===== config.mk =====
export PLATFORM = sky130hd
export DESIGN_NAME = gf180mcu_osu_sc_12t_clkbranch_seq
export DESIGN_NICKNAME = d
export VERILOG_FILES = /design/src/rtl/gf180mcu_osu_sc_12t_clkbranch_seq.sv
export SDC_FILE = /design/constraint.sdc
export NUM_CORES = 1
export LEC_CHECK = 0
export BUFFER_PORTS_ARGS = -buffer_cell sky130_fd_sc_hd__clkbuf_2
export CAP_MARGIN = 20
export CORE_MARGIN = 2
export CORE_UTILIZATION = 35
export DETAILED_ROUTE_END_ITERATION = 10
export SYNTH_ARGS = -nofsm -noshare
export SYNTH_HDL_FRONTEND = slang
export SYNTH_SLANG_ARGS = --single-unit

===== constraint.sdc =====
create_clock -name CLK -period 2.3 [get_ports CLK]
set_input_delay 0.23 -clock CLK [delete_from_list [all_inputs] [get_ports CLK]]
set_output_delay 0.23 -clock CLK [all_outputs]
set_load 0.1 [all_outputs]

===== src/rtl/gf180mcu_osu_sc_12t_clkbranch_seq.sv =====
// Staggered clock-branch enable sequencer: ramps branch ICG enables on low-first
// and off high-first, one bit per step, with a programmable idle gap between steps.
module gf180mcu_osu_sc_12t_clkbranch_seq #(
    parameter int NBR   = 4,
    parameter int GAP_W = 4
) (
    input  logic             CLK,
    input  logic             RN,
    input  logic             REQ,
    input  logic [GAP_W-1:0] GAP,
    output logic [NBR-1:0]   EN,
    output logic             ACK,
    output logic             BUSY
);

    typedef enum logic [1:0] {
        IDLE_OFF  = 2'd0,
        RAMP_UP   = 2'd1,
        IDLE_ON   = 2'd2,
        RAMP_DOWN = 2'd3
    } state_t;

    state_t           r_state, w_state_nxt;
    logic [NBR-1:0]   r_en, w_en_nxt;
    logic [GAP_W-1:0] r_cnt, w_cnt_nxt;
    logic [GAP_W-1:0] r_g, w_g_nxt;
    logic             r_ack, w_ack_nxt;
    logic             r_busy, w_busy_nxt;

    logic [NBR-1:0]   w_en_up;
    logic [NBR-1:0]   w_en_dn;
    logic             w_en_all;
    logic             w_en_none;
    logic             w_cnt_zero;

    // EN is always thermometer code, so a shift adds the lowest clear bit
    // or removes the highest set bit.
    assign w_en_up    = {r_en[NBR-2:0], 1'b1};
    assign w_en_dn    = {1'b0, r_en[NBR-1:1]};
    assign w_en_all   = &r_en;
    assign w_en_none  = ~|r_en;
    assign w_cnt_zero = (r_cnt == '0);

    always_ff @(posedge CLK or negedge RN) begin
        if (!RN) begin
            r_state <= IDLE_OFF;
            r_en    <= '0;
            r_cnt   <= '0;
            r_g     <= '0;
            r_ack   <= 1'b0;
            r_busy  <= 1'b0;
        end else begin
            r_state <= w_state_nxt;
            r_en    <= w_en_nxt;
            r_cnt   <= w_cnt_nxt;
            r_g     <= w_g_nxt;
            r_ack   <= w_ack_nxt;
            r_busy  <= w_busy_nxt;
        end
    end

    always_comb begin
        w_state_nxt = r_state;
        w_en_nxt    = r_en;
        w_cnt_nxt   = r_cnt;
        w_g_nxt     = r_g;
        w_ack_nxt   = r_ack;
        w_busy_nxt  = r_busy;
        case (r_state)
            IDLE_OFF: begin
                if (REQ) begin
                    w_g_nxt     = GAP;
                    w_cnt_nxt   = GAP;
                    w_en_nxt    = w_en_up;
                    w_busy_nxt  = 1'b1;
                    w_state_nxt = RAMP_UP;
                end
            end
            IDLE_ON: begin
                if (!REQ) begin
                    w_g_nxt     = GAP;
                    w_cnt_nxt   = GAP;
                    w_en_nxt    = w_en_dn;
                    w_busy_nxt  = 1'b1;
                    w_state_nxt = RAMP_DOWN;
                end
            end
            RAMP_UP, RAMP_DOWN: begin
                // Direction at each step point follows the live REQ, so a
                // reversal simply continues from the current EN pattern.
                if (!w_cnt_zero) begin
                    w_cnt_nxt = r_cnt - GAP_W'(1);
                end else if (REQ) begin
                    if (w_en_all) begin
                        w_state_nxt = IDLE_ON;
                        w_ack_nxt   = 1'b1;
                        w_busy_nxt  = 1'b0;
                    end else begin
                        w_en_nxt    = w_en_up;
                        w_cnt_nxt   = r_g;
                        w_state_nxt = RAMP_UP;
                    end
                end else begin
                    if (w_en_none) begin
                        w_state_nxt = IDLE_OFF;
                        w_ack_nxt   = 1'b0;
                        w_busy_nxt  = 1'b0;
                    end else begin
                        w_en_nxt    = w_en_dn;
                        w_cnt_nxt   = r_g;
                        w_state_nxt = RAMP_DOWN;
                    end
                end
            end
            default: begin
                w_state_nxt = IDLE_OFF;
            end
        endcase
    end

    assign EN   = r_en;
    assign ACK  = r_ack;
    assign BUSY = r_busy;

endmodule


==> results of run 1 <==
==> power by group <==
group | switching, mW | internal [mW] | leakage [nW]
Sequential | 0.134 | 0.406 | 0.192
Clock | 0.0939 | 0.0964 | 0.0210
Combinational | 0.533 | 0.286 | 0.268
==> how the worst max path moves through the flow <==
stage,start,endpoint,depth (start not counted)
after floorplan,EN[1]$_DFFE_PN0P_,r_cnt[3]$_DFFE_PN0P_,4
after global placement,r_cnt[0]$_DFFE_PN0P_,r_cnt[3]$_DFFE_PN0P_,6
after detailed placement,r_cnt[0]$_DFFE_PN0P_,r_cnt[3]$_DFFE_PN0P_,6
after CTS,r_cnt[0]$_DFFE_PN0P_,r_cnt[3]$_DFFE_PN0P_,6
after global routing,r_cnt[0]$_DFFE_PN0P_,r_cnt[3]$_DFFE_PN0P_,6
final,r_cnt[0]$_DFFE_PN0P_,r_cnt[3]$_DFFE_PN0P_,6
==> Yosys cell counts (all sizes together) <==
master    n
dfrtp    16
mux2     10
inv       8
o21ai     8
nand2     5
nor2      5
mux2i     3
a21oi     2
a2bb2oi   2
buf       2
o31ai     2
a211oi    1
a21o      1
a22o      1
a2bb2o    1
and2      1
ha        1
nand3     1
nor2b     1
nor3      1
nor3b     1
nor4      1
o211ai    1
o22a      1
o22ai     1
o41ai     1
xnor2     1
xor2      1
==> stage by stage <==
step / setup slack [ns] / utilization (%) / hold slack (ns) / instances / cell area [µm²]
after detailed placement: 0.529 / 39.8 / 0.184 / 120 / 968
after global placement: 0.587 / 39.8 / 0.187 / 120 / 968
after global routing: 0.439 / 41.7 / 0.178 / 125 / 1010
after floorplan: 0.224 / - / -0.0656 / 80 / 887
after CTS: 0.504 / 41.7 / 0.180 / 125 / 1010
final: 0.488 / 41.7 / 0.182 / 125 / 1010
==> per-layer routing <==
metal / GRT usage, % / routed length (µm) / up-vias
li1: - / - / 322
met5: 0 / 0 / -
met2: 19.5 / 755 / 20
met4: 3.75 / 12 / 0
met3: 4.92 / 96 / 2
met1: 17.8 / 811 / 291
==> registers in the layout (all words and copies together) (netlist names), named ones only <==
register	flops
EN	4
r_cnt	4
ACK	1
r_g	4
r_state	1
BUSY	1
==> cells by family (layout without fill, tap and decap cells) <==
| group | count (synthesis) | in the layout | synth area share (%) |
|---|---|---|---|
| compound gates | 22 | 22 | 20.0 |
| xor+xnor | 2 | 2 | 1.97 |
| fa+ha+maj | 1 | 1 | 1.41 |
| buf+inv | 10 | 25 | 5.22 |
| flops | 16 | 16 | 45.1 |
| mux | 13 | 13 | 16.9 |
| simple gates | 16 | 16 | 9.31 |
==> final cells by class <==
class | count | area [µm²] | share of cell area [%]
multi-input cells | 54 | 440 | 43.4
flip-flops and latches | 16 | 400 | 39.5
repair buffers | 13 | 70.1 | 6.91
well taps | 30 | 37.5 | 3.70
clock buffers | 4 | 36.3 | 3.58
inverters | 8 | 30.0 | 2.96
==> run summary, run 1 <==
Total GRT Usage - 13.1%
post-route DRC violation count - 0
initial antenna violation count - 0
sequential element share of the synthesized area - 45.1%
Worst Hold Class - in2reg
most frequent cells in the layout - 16 x dfrtp_1, 12 x clkbuf_2, 8 x inv_1, 8 x mux2_2, 7 x o21ai_0
Crit path max-delay family - flip-flops
warnings from Yosys - 0
Core Box Area - 0.00243 mm²
io pins - 13
top cells by area, synth - dfrtp_1 45%, mux2_2 10%, o21ai_0 3.9%
clk_skew - 0.00690 ns
die area - 0.00295 mm²
Worst Path Buf+Inv - 1
postcts setup bufs - 0
CTS max path bufs - 2
CP startpoint kind - flip-flop
Yosys top cell area share - 45.1%
initial core utilization - 36.5%
Fillers - 244
ANT cells - 0
Worst EP required - 2.48 ns
Final Hold Viols - 0
Via density - 5.08
Critical R2R Capture - r_cnt[3]$_DFFE_PN0P_
CP Max Fanout - 6
RSZ-0062 raised after global routing - no
Die W - 54.3 µm
Post-Route WL - 1.68 mm
Post-Synthesis Cells - 80
CTS clock-pin slew for the worst setup and hold paths - 0.10 ns
vias - 635
CP Capture Type - flip-flop
CTS tree - done
flop-to-flop setup slack - 0.49 ns
Hold Startpoint - GAP[3]
Overall Power - 1.55 mW
R2R Path Start - r_cnt[0]$_DFFE_PN0P_
routability congestion estimate - 0.841
root buf cell - clkbuf_4
leading cell type in the layout, fill and taps excluded - dfrtp_1
post-synth net total - 88
pin count of the biggest net entering global routing - 17
Power Dens Cells - 1530 mW/mm²
Area growth syn-to-layout - 14.4%
first-pass GRT wire length - 2.74 mm
critical path cell sequence - inv_1, ha_1, nor3b_2, and2_2, a21oi_4, mux2_2
clk sinks - 16
Synth cell types - 33
nets - 104
Final setup viols - 0
maximum VDD drop - 0.899 mV
Hold Path Sink - r_g[3]$_DFFE_PN0P_
Synth area leader - dfrtp_1
drt pass-1 iters - 4
worst hold path stage count - 2
critical path class - reg2reg
Starting DRT DRC Count - 21
CP peak stage delay - 0.43 ns
WP data arrival - 1.99 ns
grt ovf - 0
Clock Latency Late Sink - 0.29 ns
share of cells above drive strength 1 - 33.7%
cts repair resizes - 0
Yosys reg bits - 16
Max Cap Viol - 0
leakage - 0.481 nW
FF-to-FF path depth - 6
Sum Neg Setup Slack - 0 ns
cts bufs inserted - 3
H-Tree Depth - 1
Syn Std Cell Area - 887 µm²
DP HPWL - 1.27 mm
ANT nets after route - 0
post-DR wirelength/cell - 13.4 µm
final worst path period share - 78.8%
Final Critical Period - 1.81 ns
Pins Over Slew Limit - 0
outcome - finished, final reports clean
Die Ht - 54.3 µm
hold buffer count at CTS - 1
fmax - 0.552 GHz
Avg Synthesized Cell Area - 11.1 µm²
number of core rows - 18
slowest library cell on the worst path - dfrtp_1
headroom to the max-slew limit - 64.2%
Least-Margin Pin Slew - 0.540 ns
number of global-route vias before repair - 608
Port Buffer Count - 12
Note: power is estimated with default switching activity, not from simulation.
==> run 2, diff against run 1 <==
==> constraint.sdc (replaced) <==
create_clock -name CLK -period 1.75 [get_ports CLK]
set_input_delay 0.175 -clock CLK [delete_from_list [all_inputs] [get_ports CLK]]
set_output_delay 0.175 -clock CLK [all_outputs]
set_load 0.1 [all_outputs]
==> run 2 against run 1 <==
Net effect: utilization up 2.2 points; total power up 37%; global-route usage up 1.1 points; die area unchanged; combinational power up 44%; first-iteration DRC count down 38%; flip-flop and latch count unchanged; non-clock buffer count up 6; wire length up 5.2%; largest cell class unchanged; largest power group unchanged.
==> run summary, run 2 (synthesis results as in run 1) <==
outcome - finished, final reports clean
fin area - 0.00107 mm² (+5.2%)
clk_skew - 0.00138 ns (-0.00552 ns)
first-pass GRT wire length - 2.97 mm (+8.5%)
fmax - 0.610 GHz (+10%)
Crit path max-delay family - simple AND/OR/NAND/NOR gates
critical path class - reg2reg
initial antenna violation count - 0 (unchanged)
maximum VDD drop - 0.992 mV (+10%)
FF-to-FF path depth - 7 (+1)
Sum Neg Setup Slack - 0 ns (unchanged)
Worst Path Buf+Inv - 2 (+1)
PnR worst setup slack - 0.110 ns (-0.378 ns)
Clock Latency Late Sink - 0.28 ns (about the same)
CP Capture Type - flip-flop
grt ovf - 0 (unchanged)
cts repair resizes - 0 (unchanged)
Max Cap Viol - 0 (unchanged)
CTS clock-pin slew for the worst setup and hold paths - 0.10 ns (about the same)
Final Critical Period - 1.64 ns (-0.172 ns)
Port Buffer Count - 12 (unchanged)
post-route DRC violation count - 0 (unchanged)
vias - 664 (+4.6%)
Worst EP required - 1.93 ns (-0.55 ns)
post-DR wirelength/cell - 13.5 µm (+0.37%)
critical path cell sequence - inv_1, ha_1, nor3b_2, and2_2, a21oi_4, buf_4, a22o_1
cts bufs inserted - 3 (unchanged)
Critical R2R Capture - r_cnt[2]$_DFFE_PN0P_
initial core utilization - 36.5% (unchanged)
pin count of the biggest net entering global routing - 17 (unchanged)
Area growth syn-to-layout - 20.3%
nets - 110 (+5.8%)
most frequent cells in the layout - 12 x dfrtp_1, 12 x clkbuf_2, 8 x inv_1, 8 x mux2_2, 7 x o21ai_0
Power Dens Cells - 1990 mW/mm² (+30%)
CP peak stage delay - 0.41 ns (-0.02 ns)
Die W - 54.3 µm (unchanged)
Place WS - 0.0563 ns (-0.473 ns)
Starting DRT DRC Count - 13 (-38%)
ANT cells - 0 (unchanged)
io pins - 13 (unchanged)
CP Max Fanout - 6 (unchanged)
Via density - 5.07 (-0.22%)
R2R Path Start - r_cnt[1]$_DFFE_PN0P_
number of core rows - 18 (unchanged)
flop-to-flop setup slack - 0.11 ns (-0.38 ns)
ANT nets after route - 0 (unchanged)
headroom to the max-slew limit - 64.1% (-0.080 points)
H-Tree Depth - 1 (unchanged)
Pins Over Slew Limit - 0 (unchanged)
worst hold path stage count - 2 (unchanged)
leakage - 0.503 nW (+4.8%)
slowest library cell on the worst path - dfrtp_1
share of cells above drive strength 1 - 41.6% (+7.9 points)
clk sinks - 16 (unchanged)
Worst Hold Class - in2reg
final worst path period share - 93.7% (+15 points)
die area - 0.00295 mm² (unchanged)
CTS tree - done
RSZ-0062 raised after global routing - no
number of global-route vias before repair - 689 (+13%)
WP data arrival - 1.82 ns (-0.17 ns)
Cell Area, Placed - 998 µm² (+3.1%)
root buf cell - clkbuf_4
Hold Startpoint - GAP[2]
CTS max path bufs - 2 (unchanged)
Post-Route WL - 1.76 mm (+5.2%)
Core Util, Final - 43.9% (+2.2 points)
drt pass-1 iters - 4 (unchanged)
Final Hold Viols - 0 (unchanged)
DP HPWL - 1.29 mm (+1.4%)
CP startpoint kind - flip-flop
Total GRT Usage - 14.2% (+1.1 points)
Final setup viols - 0 (unchanged)
routability congestion estimate - 0.786 (-6.6%)
Die Ht - 54.3 µm (unchanged)
Least-Margin Pin Slew - 0.541 ns (+0.00121 ns)
Hold Path Sink - r_g[2]$_DFFE_PN0P_
Core Box Area - 0.00243 mm² (unchanged)
[run 2: power by group]
| part | switching, mW | total [mW] | internal (mW) |
|---|---|---|---|
| clock network | 0.122 | 0.249 | 0.127 |
| registers | 0.150 | 0.697 | 0.547 |
| logic | 0.744 | 1.18 | 0.436 |
| total | 1.02 | 2.13 | 1.11 |
[run 2: worst max path at each step]
stage                              start                    to  slack (ns)  cells after the start
finish              r_cnt[1]$_DFFE_PN0P_  r_cnt[2]$_DFFE_PN0P_        0.11                      7
global route        r_cnt[1]$_DFFE_PN0P_  r_cnt[2]$_DFFE_PN0P_       0.002                      7
CTS                 r_cnt[1]$_DFFE_PN0P_  r_cnt[3]$_DFFE_PN0P_        0.04                      6
detailed placement  r_cnt[1]$_DFFE_PN0P_  r_cnt[3]$_DFFE_PN0P_        0.06                      6
global placement    r_cnt[1]$_DFFE_PN0P_  r_cnt[3]$_DFFE_PN0P_        0.10                      6
floorplan              EN[2]$_DFFE_PN0P_     EN[2]$_DFFE_PN0P_        0.02                      4
[run 2: cell type report]
class | count | area [µm²]
clock buffer | 4 | 36.3
timing repair buffer | 19 | 115
inverter | 8 | 30.0
fill | 239 | 1370
tap | 30 | 37.5
sequential | 16 | 408
multi-input combinational | 54 | 440
[run 2: repair_timing]
action                                  4_1_cts  5_1_grt
endpoints found under the setup margin        0        4
hold endpoints to repair                     16        0
hold buffers                                  1        0
buffers inserted                              0        3
[run 2: through the flow]
stage | power, mW | hold WS (ns) | std cells
3_3_place_gp | 1.82 | 0.126 | 123
3_5_place_dp | 1.84 | 0.128 | 123
6_report | 2.13 | 0.138 | 131
4_1_cts | 2.10 | 0.128 | 128
2_1_floorplan | 1.61 | -0.121 | 80
5_1_grt | 2.25 | 0.117 | 131
[run 2: metal layers]
metal	share of wire, %	wire (µm)	track usage [%]
met1	46	806	18.2
met2	50	886	22.9
met3	2.7	48	1.64
met4	1.2	21	8.75
met5	0	0	0
